===== src/rtl/spi_modport.sv =====
// Mode-0 SPI master: one 8-bit word per start request, MSB first, with a fixed
// SCLK divider. The byte received on miso is returned on rx_data when the transfer ends.
module spi_modport #(
    parameter int CLK_DIV = 4
) (
    input  logic       clk,
    input  logic       rst,
    input  logic       start,
    input  logic [7:0] tx_data,
    output logic [7:0] rx_data,
    output logic       busy,
    output logic       done,
    output logic       sclk,
    output logic       mosi,
    input  logic       miso,
    output logic       cs_n
);
    localparam int HALF = CLK_DIV / 2;
    localparam int DW   = (HALF > 1) ? $clog2(HALF) : 1;
    localparam logic [DW-1:0] DIV_TC = DW'(HALF - 1);

    typedef enum logic {IDLE, TRANSFER} state_t;

    state_t        state, state_nx;
    logic [7:0]    tx_shift, rx_reg;
    logic [DW-1:0] div_cnt;
    logic [4:0]    edge_cnt;
    logic          accept, tick, last;

    // mosi comes straight from the shift register MSB. The register is cleared
    // at the end of a transfer, so mosi idles low.
    assign mosi = tx_shift[7];

    always_ff @(posedge clk or posedge rst) begin
        if (rst) state <= IDLE;
        else     state <= state_nx;
    end

    always_comb begin
        state_nx = state;
        accept   = 1'b0;
        tick     = 1'b0;
        last     = 1'b0;
        case (state)
            IDLE: begin
                if (start) begin
                    accept   = 1'b1;
                    state_nx = TRANSFER;
                end
            end
            TRANSFER: begin
                tick = (div_cnt == DIV_TC);
                last = tick && (edge_cnt == 5'd15);
                if (last) state_nx = IDLE;
            end
            default: state_nx = IDLE;
        endcase
    end

    always_ff @(posedge clk or posedge rst) begin
        if (rst) begin
            tx_shift <= 8'h00;
            rx_reg   <= 8'h00;
            rx_data  <= 8'h00;
            div_cnt  <= '0;
            edge_cnt <= 5'd0;
            sclk     <= 1'b0;
            cs_n     <= 1'b1;
            busy     <= 1'b0;
            done     <= 1'b0;
        end else begin
            done <= 1'b0;
            if (accept) begin
                tx_shift <= tx_data;
                cs_n     <= 1'b0;
                busy     <= 1'b1;
                sclk     <= 1'b0;
                div_cnt  <= '0;
                edge_cnt <= 5'd0;
            end else if (state == TRANSFER) begin
                if (tick) begin
                    div_cnt  <= '0;
                    edge_cnt <= edge_cnt + 5'd1;
                    if (last) begin
                        sclk     <= 1'b0;
                        cs_n     <= 1'b1;
                        busy     <= 1'b0;
                        done     <= 1'b1;
                        rx_data  <= rx_reg;
                        tx_shift <= 8'h00;
                    end else if (!sclk) begin
                        // rising edge: sample miso
                        sclk   <= 1'b1;
                        rx_reg <= {rx_reg[6:0], miso};
                    end else begin
                        // falling edge: present the next bit
                        sclk     <= 1'b0;
                        tx_shift <= {tx_shift[6:0], 1'b0};
                    end
                end else begin
                    div_cnt <= div_cnt + 1'b1;
                end
            end
        end
    end
endmodule


===== config.mk =====
export PLATFORM = sky130hd
export DESIGN_NAME = spi_modport
export DESIGN_NICKNAME = d
export VERILOG_FILES = /design/src/rtl/spi_modport.sv
export SDC_FILE = /design/constraint.sdc
export NUM_CORES = 1
export LEC_CHECK = 0
export CAP_MARGIN = 20
export CORE_ASPECT_RATIO = 2
export CORE_MARGIN = 4
export CORE_UTILIZATION = 54
export CTS_BUF_LIST = sky130_fd_sc_hd__clkbuf_4
export DETAILED_ROUTE_END_ITERATION = 12
export PLACE_DENSITY_LB_ADDON = 0.1
export SLEW_MARGIN = 20
export SYNTH_ARGS = -nofsm -noshare
export SYNTH_HDL_FRONTEND = slang
export SYNTH_SLANG_ARGS = --single-unit

===== constraint.sdc =====
create_clock -name clk -period 2.15 [get_ports clk]
set_input_delay 0.215 -clock clk [delete_from_list [all_inputs] [get_ports clk]]
set_output_delay 0.215 -clock clk [all_outputs]
set_load 0.02 [all_outputs]

# Word-level counts from Yosys, hierarchy flattened
# Index checks and enable logic that the tools add are counted.
dict set report totals {
  wordCells 61
  ram_bits 0
  memories 0
  latchBits 0
  inputBits 12
  register_bits 35
  romBits 0
}
dict set report classes {
  n_shift 0
  eq_ne 1
  multipliers 0
  n_addsub 2
  n_mux 34
  magnitude_cmp 0
  n_reduce_logical 10
  div 0
  n_bitwise 4
}
# op n
set op_table {}
lappend op_table {{2-to-1 mux 8 bit} 5}
lappend op_table {{2-to-1 mux 1 bit} 25}
lappend op_table {{2-to-1 mux 5 bit} 3}
lappend op_table {{AND reduction 3 bit} 2}
lappend op_table {{nonzero test 2 bit} 3}
lappend op_table {{adder 5 x 1 -> 5 bit, second input constant} 1}
lappend op_table {{== test 5 x 4 -> 1 bit, second input constant} 1}
lappend op_table {{AND reduction 5 bit} 1}
lappend op_table {{NOT 1 bit} 4}
lappend op_table {{AND reduction 4 bit} 1}
lappend op_table {{nonzero test 3 bit} 1}
lappend op_table {{one-hot mux 1 bit (2 select lines)} 1}
lappend op_table {{AND reduction 2 bit} 1}
lappend op_table {{adder 1 bit, second input constant} 1}
lappend op_table {{logical AND 1 bit} 1}

# Logic depth before layout (Yosys ltp)
# Gate-level depths: netlist of run 1.
dict set report logic_depth {
  word_depth 7
  ltp_mapped 7
  depth_no_buf 6
}

# Least setup slack after synthesis of run 1
# OpenSTA, ideal clock, no wires.
dict set report synth_path {
  path_type {reg2reg}
  startpoint {register edge_cnt[0]}
  endpoint {register rx_reg[0]}
  setup_slack_ns 0.302
  stages_incl_launch_ff 6
  n_path_buf 0
  arrival_ns 1.723
  setup_time_ns 0.125
  required_time_ns 2.025
  cell_sequence {dfrtp_1 > ha_1 > and3_1 > ha_1 > nor3_4 > mux2_2}
}
dict set report synth_between {
  elab_chain_cells 5
}
# element line_no
set synth_rtl {}
lappend synth_rtl {{start, declared} 27} ;# logic [4:0] edge_cnt;
lappend synth_rtl {{start signal, assigned} 83} ;# edge_cnt <= edge_cnt + 5'd1;
lappend synth_rtl {{== test 5 x 4 -> 1 bit} 53} ;# last = tick && (edge_cnt == 5'd15);
lappend synth_rtl {{logical AND 1 bit} 53}
lappend synth_rtl {{2-to-1 mux 1 bit} 44} ;# case (state)
lappend synth_rtl {{NOT 1 bit (no line)} n/a}
lappend synth_rtl {{AND reduction 5 bit (no line)} n/a}
lappend synth_rtl {{end signal, assigned} 94} ;# rx_reg <= {rx_reg[6:0], miso};
lappend synth_rtl {{end, declared} 25} ;# logic [7:0] tx_shift, rx_reg;
# Every way passes these cells.
# A chain may end at the register's enable or synchronous reset.

# Worst setup path in the final report of run 1
dict set report layout_path {
  startpoint {register edge_cnt[0]}
  endpoint {register rx_reg[7]}
}
# The elaborated chain is that of the path after synthesis.

==> out/qor.csv, run 1 <==
stage,metric,value,unit
detailed_routing,vias,958,
clock_network,cts hold-fix bufs,0,
die,core area,2570,sq um
grt,Global Route Usage Sum,0.170,
synthesis,post-synthesis cell count,116,
grt,grt total ovfl,0,
detailed_routing,DR vias/cell,5.51,
worst_setup_path,Top delay family on crit path,simple AND/OR/NAND/NOR gates,
worst_setup_path,crit path DAT,2.17,ns
clock_network,Post CTS Setup Buffer Count,0,
placement,Port-buffer cells,24,
clock_network,cts repair resizes,0,
detailed_routing,detailed-route DRC error count,0,
detailed_routing,per-cell routed wire length,15.1,microns
detailed_routing,1st-pass router iterations,4,
worst_setup_path,CP max stage delay,0.42,ns
worst_setup_path,CP endpoint kind,flip-flop,
sta,worst-margin pin slew,0.494,ns
final_layout,final instance area,1790,sq um
detailed_routing,drt total wl,2.64,mm
pwr,final total power,2.35,mW
die,DIE HEIGHT,81.7,microns
worst_setup_path,crit start category,flip-flop,
sta,Max transition margin,0.671,
placement,instance area after placement,1730,sq um
hold_path,worst hold path type,in2async,
grt,first-pass GRT wire length,4.49,mm
pwr,Pwr Density,1310,nW/um^2
final_layout,P&R area growth vs syn,22.0,%
die,Rows,26,
detailed_routing,DR iter-0 viols,20,
final_layout,share of cells above drive strength 1,0.233,
final_layout,Ant. Diodes,0,
die,Die W,44.9,microns
worst_setup_path,WP buf/inv,0,
worst_setup_path,critical-path maximum fanout,8,
synthesis,Unique masters post-synth,30,
sta,# setup viols final,0,
placement,placed instance count,166,
final_layout,fillers,202,
worst_setup_path,most frequent CP cell,ha_1,
sta,fmax,512,MHz
worst_setup_path,WP data required,2.36,ns
clock_network,clk_lat worst skew,0.33,ns
clock_network,count of clock tree sinks,35,
grt,largest net degree at the start of global routing,36,
sta,setup tns final,0,ns
status,status,"complete, no violations",
clock_network,total CTS buffers,5,
final_layout,Nets,159,
synthesis,Seq cells post-synth,35,
worst_setup_path,Setup CP Type,reg2reg,
sta,fin crit share,0.909,
sta,endpoints failing hold,0,
pwr,leakage power,0.806,nW
sta,crit path time final,1.95,ns
synthesis,synthesized net count,130,
worst_setup_path,CP Cell Sequence,ha_1 > and3_1 > ha_1 > nor3_4 > mux2_2,
clock_network,CTS tree,built,
die,Ports,25,
die,die area,3660,sq um
placement,Detail Placement HPWL,1.95,mm
synthesis,"Avg Cell Area, Syn",12.6,sq um
grt,vias in the first global route,996,
synthesis,cell area after synthesis,1470,sq um
sta,clock skew,0.0155,ns
detailed_routing,Antenna Nets Post-Route,0,
clock_network,clock buffer depth,2,
final_layout,final cell count without fillers,174,
run,max cap viols,0,
synthesis,Yosys warnings,0,
worst_setup_path,slowest CP cell,dfrtp_1,
clock_network,clock slew at reported path FFs,0.11,ns
die,initial core utilization,0.571,
sta,RSZ-0062 raised after global routing,no,
placement,placer's final routability congestion estimate,0.705,
synthesis,"Seq/Total Area, Yosys",0.598,
sta,final slew viol count,0,
clock_network,CTS root buf,clkbuf_4,
pwr,worst vdd ir,0.792,mV
grt,initial antenna violation count,0,
sta,Hold WS,0.267,ns
clock_network,H-Tree Depth,2,
## through the flow
stage | setup WS, ns | utilization
CTS | 0.113 | 0.696
detailed placement | 0.159 | 0.674
finish | 0.195 | 0.696
floorplan | 0.302 | -
global placement | 0.213 | 0.674
global route | 0.0313 | 0.696
## power breakdown
group	internal, mW	switching, mW
logic	0.470	0.386
registers	0.923	0.215
clock network	0.153	0.201
total	1.55	0.803
## path summary, 6_finish.rpt
path,from,end,slack (ns),cells after the start
min in group clk,tx_data[5],tx_shift[5],0.41,3
max in group asynchronous,rst,cs_n,1.55,3
hold reg to reg,busy,busy,0.49,1
setup reg to reg,edge_cnt[0],rx_reg[7],0.20,5
setup / recovery,edge_cnt[0],rx_reg[7],0.20,5
hold / removal,rst,rx_data[7],0.27,3
## Yosys cell counts, drive strengths merged
library cell | number | share of area
a21boi | 1 | 0.0051
a21o | 1 | 0.0051
a21oi | 1 | 0.0034
a22o | 1 | 0.0060
a22oi | 7 | 0.036
a32o | 1 | 0.0068
and3 | 1 | 0.0043
and4b | 1 | 0.0068
buf | 4 | 0.020
clkbuf | 1 | 0.0026
dfrtp | 34 | 0.58
dfstp | 1 | 0.018
ha | 2 | 0.017
inv | 5 | 0.013
mux2 | 18 | 0.14
mux2i | 1 | 0.0068
nand2 | 12 | 0.036
nand3 | 2 | 0.0068
nand3b | 1 | 0.0051
nand4 | 1 | 0.0043
nor2 | 3 | 0.0077
nor2b | 1 | 0.0043
nor3 | 1 | 0.011
o211ai | 1 | 0.0085
o21ai | 14 | 0.048
## final cells by class
| class | instances | area, sq um | share of cell area |
|---|---|---|---|
| clock buffers | 7 | 52.6 | 0.0294 |
| clock inverters | 1 | 5.00 | 0.00280 |
| inverters | 5 | 18.8 | 0.0105 |
| multi-input cells | 71 | 538 | 0.301 |
| flip-flops and latches | 35 | 877 | 0.490 |
| well taps | 28 | 35.0 | 0.0196 |
| repair buffers | 27 | 263 | 0.147 |
## worst min-delay path, cell delays in order
cell	delay, ns
clkdlybuf4s50_1	0.40
inv_1	0.05
buf_4	0.37
## logic make-up (layout without fill, tap and decap cells)
family,count (synthesis),after routing,share of synthesized area
DFF,35,35,0.598
adders and majority gates,2,2,0.0171
muxes,19,19,0.145
and+or+nand+nor,23,23,0.0862
buffers and inverters,10,40,0.0350
AOI/OAI and AO/OA,27,27,0.119
## layout by cell type (no fill, tap or decap), types with 2 or more instances in the layout
cell type,n
o21ai_1,3
clkbuf_4,7
buf_4,3
dfrtp_1,34
nand3_1,2
nand2_1,11
clkdlybuf4s50_1,24
nor2_1,3
o21ai_0,11
inv_1,4
ha_1,2
a22oi_1,7
mux2_2,18
## metal layers
| metal | wire, microns | track usage |
|---|---|---|
| met5 | 0 | 0 |
| met1 | 1030 | 0.206 |
| met3 | 110 | 0.0526 |
| met4 | 56 | 0.0850 |
| met2 | 1440 | 0.269 |
Power figures use the tool's default switching activity.
==> run 2: changes to the inputs <==
--- a/config.mk
+++ b/config.mk
@@ -8,7 +8,7 @@
 export CAP_MARGIN = 20
 export CORE_ASPECT_RATIO = 2
 export CORE_MARGIN = 4
-export CORE_UTILIZATION = 54
+export CORE_UTILIZATION = 50
 export CTS_BUF_LIST = sky130_fd_sc_hd__clkbuf_4
 export DETAILED_ROUTE_END_ITERATION = 12
 export PLACE_DENSITY_LB_ADDON = 0.1
==> out/qor.csv, run 2 (same netlist as run 1, synthesis figures left out) <==
stage,metric,value,unit
worst_setup_path,RR Endpoint,rx_reg[6],
final_layout,"most common cell after layout, fill and taps aside",dfrtp_1,
clock_network,count of clock tree sinks,35,
clock_network,total CTS buffers,5,
placement,worst slack at placement,0.146,ns
die,die area,3920,sq um
final_layout,P&R area growth vs syn,22.4,%
final_layout,Nets,159,
grt,initial antenna violation count,0,
clock_network,clock slew at reported path FFs,0.12,ns
clock_network,Post CTS Setup Buffer Count,0,
grt,Global Route Usage Sum,0.159,
die,Rows,27,
sta,Max transition margin,0.678,
detailed_routing,DR iter-0 viols,22,
final_layout,fillers,224,
placement,Port-buffer cells,24,
worst_setup_path,crit path DAT,2.25,ns
pwr,leakage power,0.797,nW
sta,setup ws final,0.131,ns
clock_network,cts hold-fix bufs,0,
worst_setup_path,critical-path maximum fanout,8,
sta,# setup viols final,0,
pwr,worst vdd ir,0.831,mV
grt,vias in the first global route,1044,
clock_network,clock buffer depth,2,
placement,instance area after placement,1730,sq um
sta,final slew viol count,0,
worst_setup_path,CP endpoint kind,flip-flop,
final_layout,share of cells above drive strength 1,0.233,
detailed_routing,vias,977,
sta,worst-margin pin slew,0.483,ns
sta,clock skew,0.0101,ns
die,Die W,46.3,microns
worst_setup_path,R2R depth,5,
sta,fin crit share,0.939,
status,status,"complete, no violations",
sta,endpoints failing hold,0,
final_layout,"leading cell types in the layout, fill and taps excluded","34 x dfrtp_1, 24 x clkdlybuf4s50_1, 18 x mux2_2",
worst_setup_path,WP data required,2.38,ns
grt,first-pass GRT wire length,4.51,mm
sta,setup tns final,0,ns
die,DIE HEIGHT,84.6,microns
worst_setup_path,Critical R2R Launch,edge_cnt[0],
detailed_routing,per-cell routed wire length,14.8,microns
worst_setup_path,reg2reg setup slack,0.13,ns
final_layout,final instance area,1790,sq um
detailed_routing,detailed-route DRC error count,0,
die,core area,2770,sq um
clock_network,cts repair resizes,0,
die,initial core utilization,0.529,
die,Ports,25,
detailed_routing,Antenna Nets Post-Route,0,
clock_network,clk_lat worst skew,0.35,ns
clock_network,CTS root buf,clkbuf_4,
grt,largest net degree at the start of global routing,36,
grt,grt total ovfl,0,
sta,crit path time final,2.02,ns
detailed_routing,DR vias/cell,5.58,
placement,Detail Placement HPWL,1.95,mm
worst_setup_path,worst setup path end,rx_reg[6],
detailed_routing,drt total wl,2.59,mm
sta,RSZ-0062 raised after global routing,no,
run,max cap viols,0,
pwr,Pwr Density,1310,nW/um^2
clock_network,CTS tree,built,
worst_setup_path,Setup CP Type,reg2reg,
detailed_routing,1st-pass router iterations,3,
clock_network,H-Tree Depth,2,
placement,placer's final routability congestion estimate,0.723,
worst_setup_path,crit start category,flip-flop,
sta,fmax,495,MHz
worst_setup_path,crit path from,edge_cnt[0],
hold_path,worst hold path type,in2async,
final_layout,Ant. Diodes,0,
-- run 2: cell count changes in the layout (fill, tap and decap cells not counted) --
cell	before	now
clkbuf_4	7	5
clkinv_2	1	0
clkinvlp_4	0	2
inv_6	0	1
-- run 2: worst max-delay path: stages (launching register included) --
cell and delay [ns]:
dfrtp_1 0.42, ha_1 0.23, and3_1 0.19, ha_1 0.26
nor3_4 0.43, mux2_2 0.38
-- run 2: metal layers --
metal	track usage	up-vias	wire, microns
li1	-	471	-
met4	0.0855	0	61
met3	0.0429	6	151
met5	0	-	0
met2	0.274	22	1430
met1	0.162	478	951
-- run 2: worst min path at each step --
| stage | startpoint | end |
|---|---|---|
| 2_1_floorplan | tx_data[0] | tx_shift[0] |
| 3_3_place_gp | busy | busy |
| 3_5_place_dp | busy | busy |
| 4_1_cts | rst | rx_reg[7] |
| 5_1_grt | rst | rx_data[5] |
| 6_report | rst | rx_reg[3] |
-- run 2: power by group --
part / switching (mW) / internal, mW / total [mW]
clock: 0.235 / 0.131 / 0.366
sequential: 0.210 / 0.922 / 1.13
combinational: 0.389 / 0.466 / 0.855
-- run 2: cell type report --
| class | instances | area [sq um] | share of cell area |
|---|---|---|---|
| Clock buffer | 5 | 37.5 | 0.0209 |
| Clock inverter | 3 | 23.8 | 0.0132 |
| Inverter | 5 | 18.8 | 0.0105 |
| Multi-Input combinational cell | 71 | 538 | 0.300 |
| Sequential cell | 35 | 877 | 0.489 |
| Tap cell | 29 | 36.3 | 0.0202 |
| Timing Repair Buffer | 27 | 263 | 0.146 |
-- run 2: metrics by stage --
step                utilization  total power [mW]  hold WS, ns  cells
finish                    0.648              2.35        0.249    175
global placement          0.626              1.97        0.462    167
CTS                       0.648              2.39        0.255    175
global route              0.648              2.52        0.287    175
floorplan                     -              1.72        0.332    116
detailed placement        0.626              2.02        0.483    167
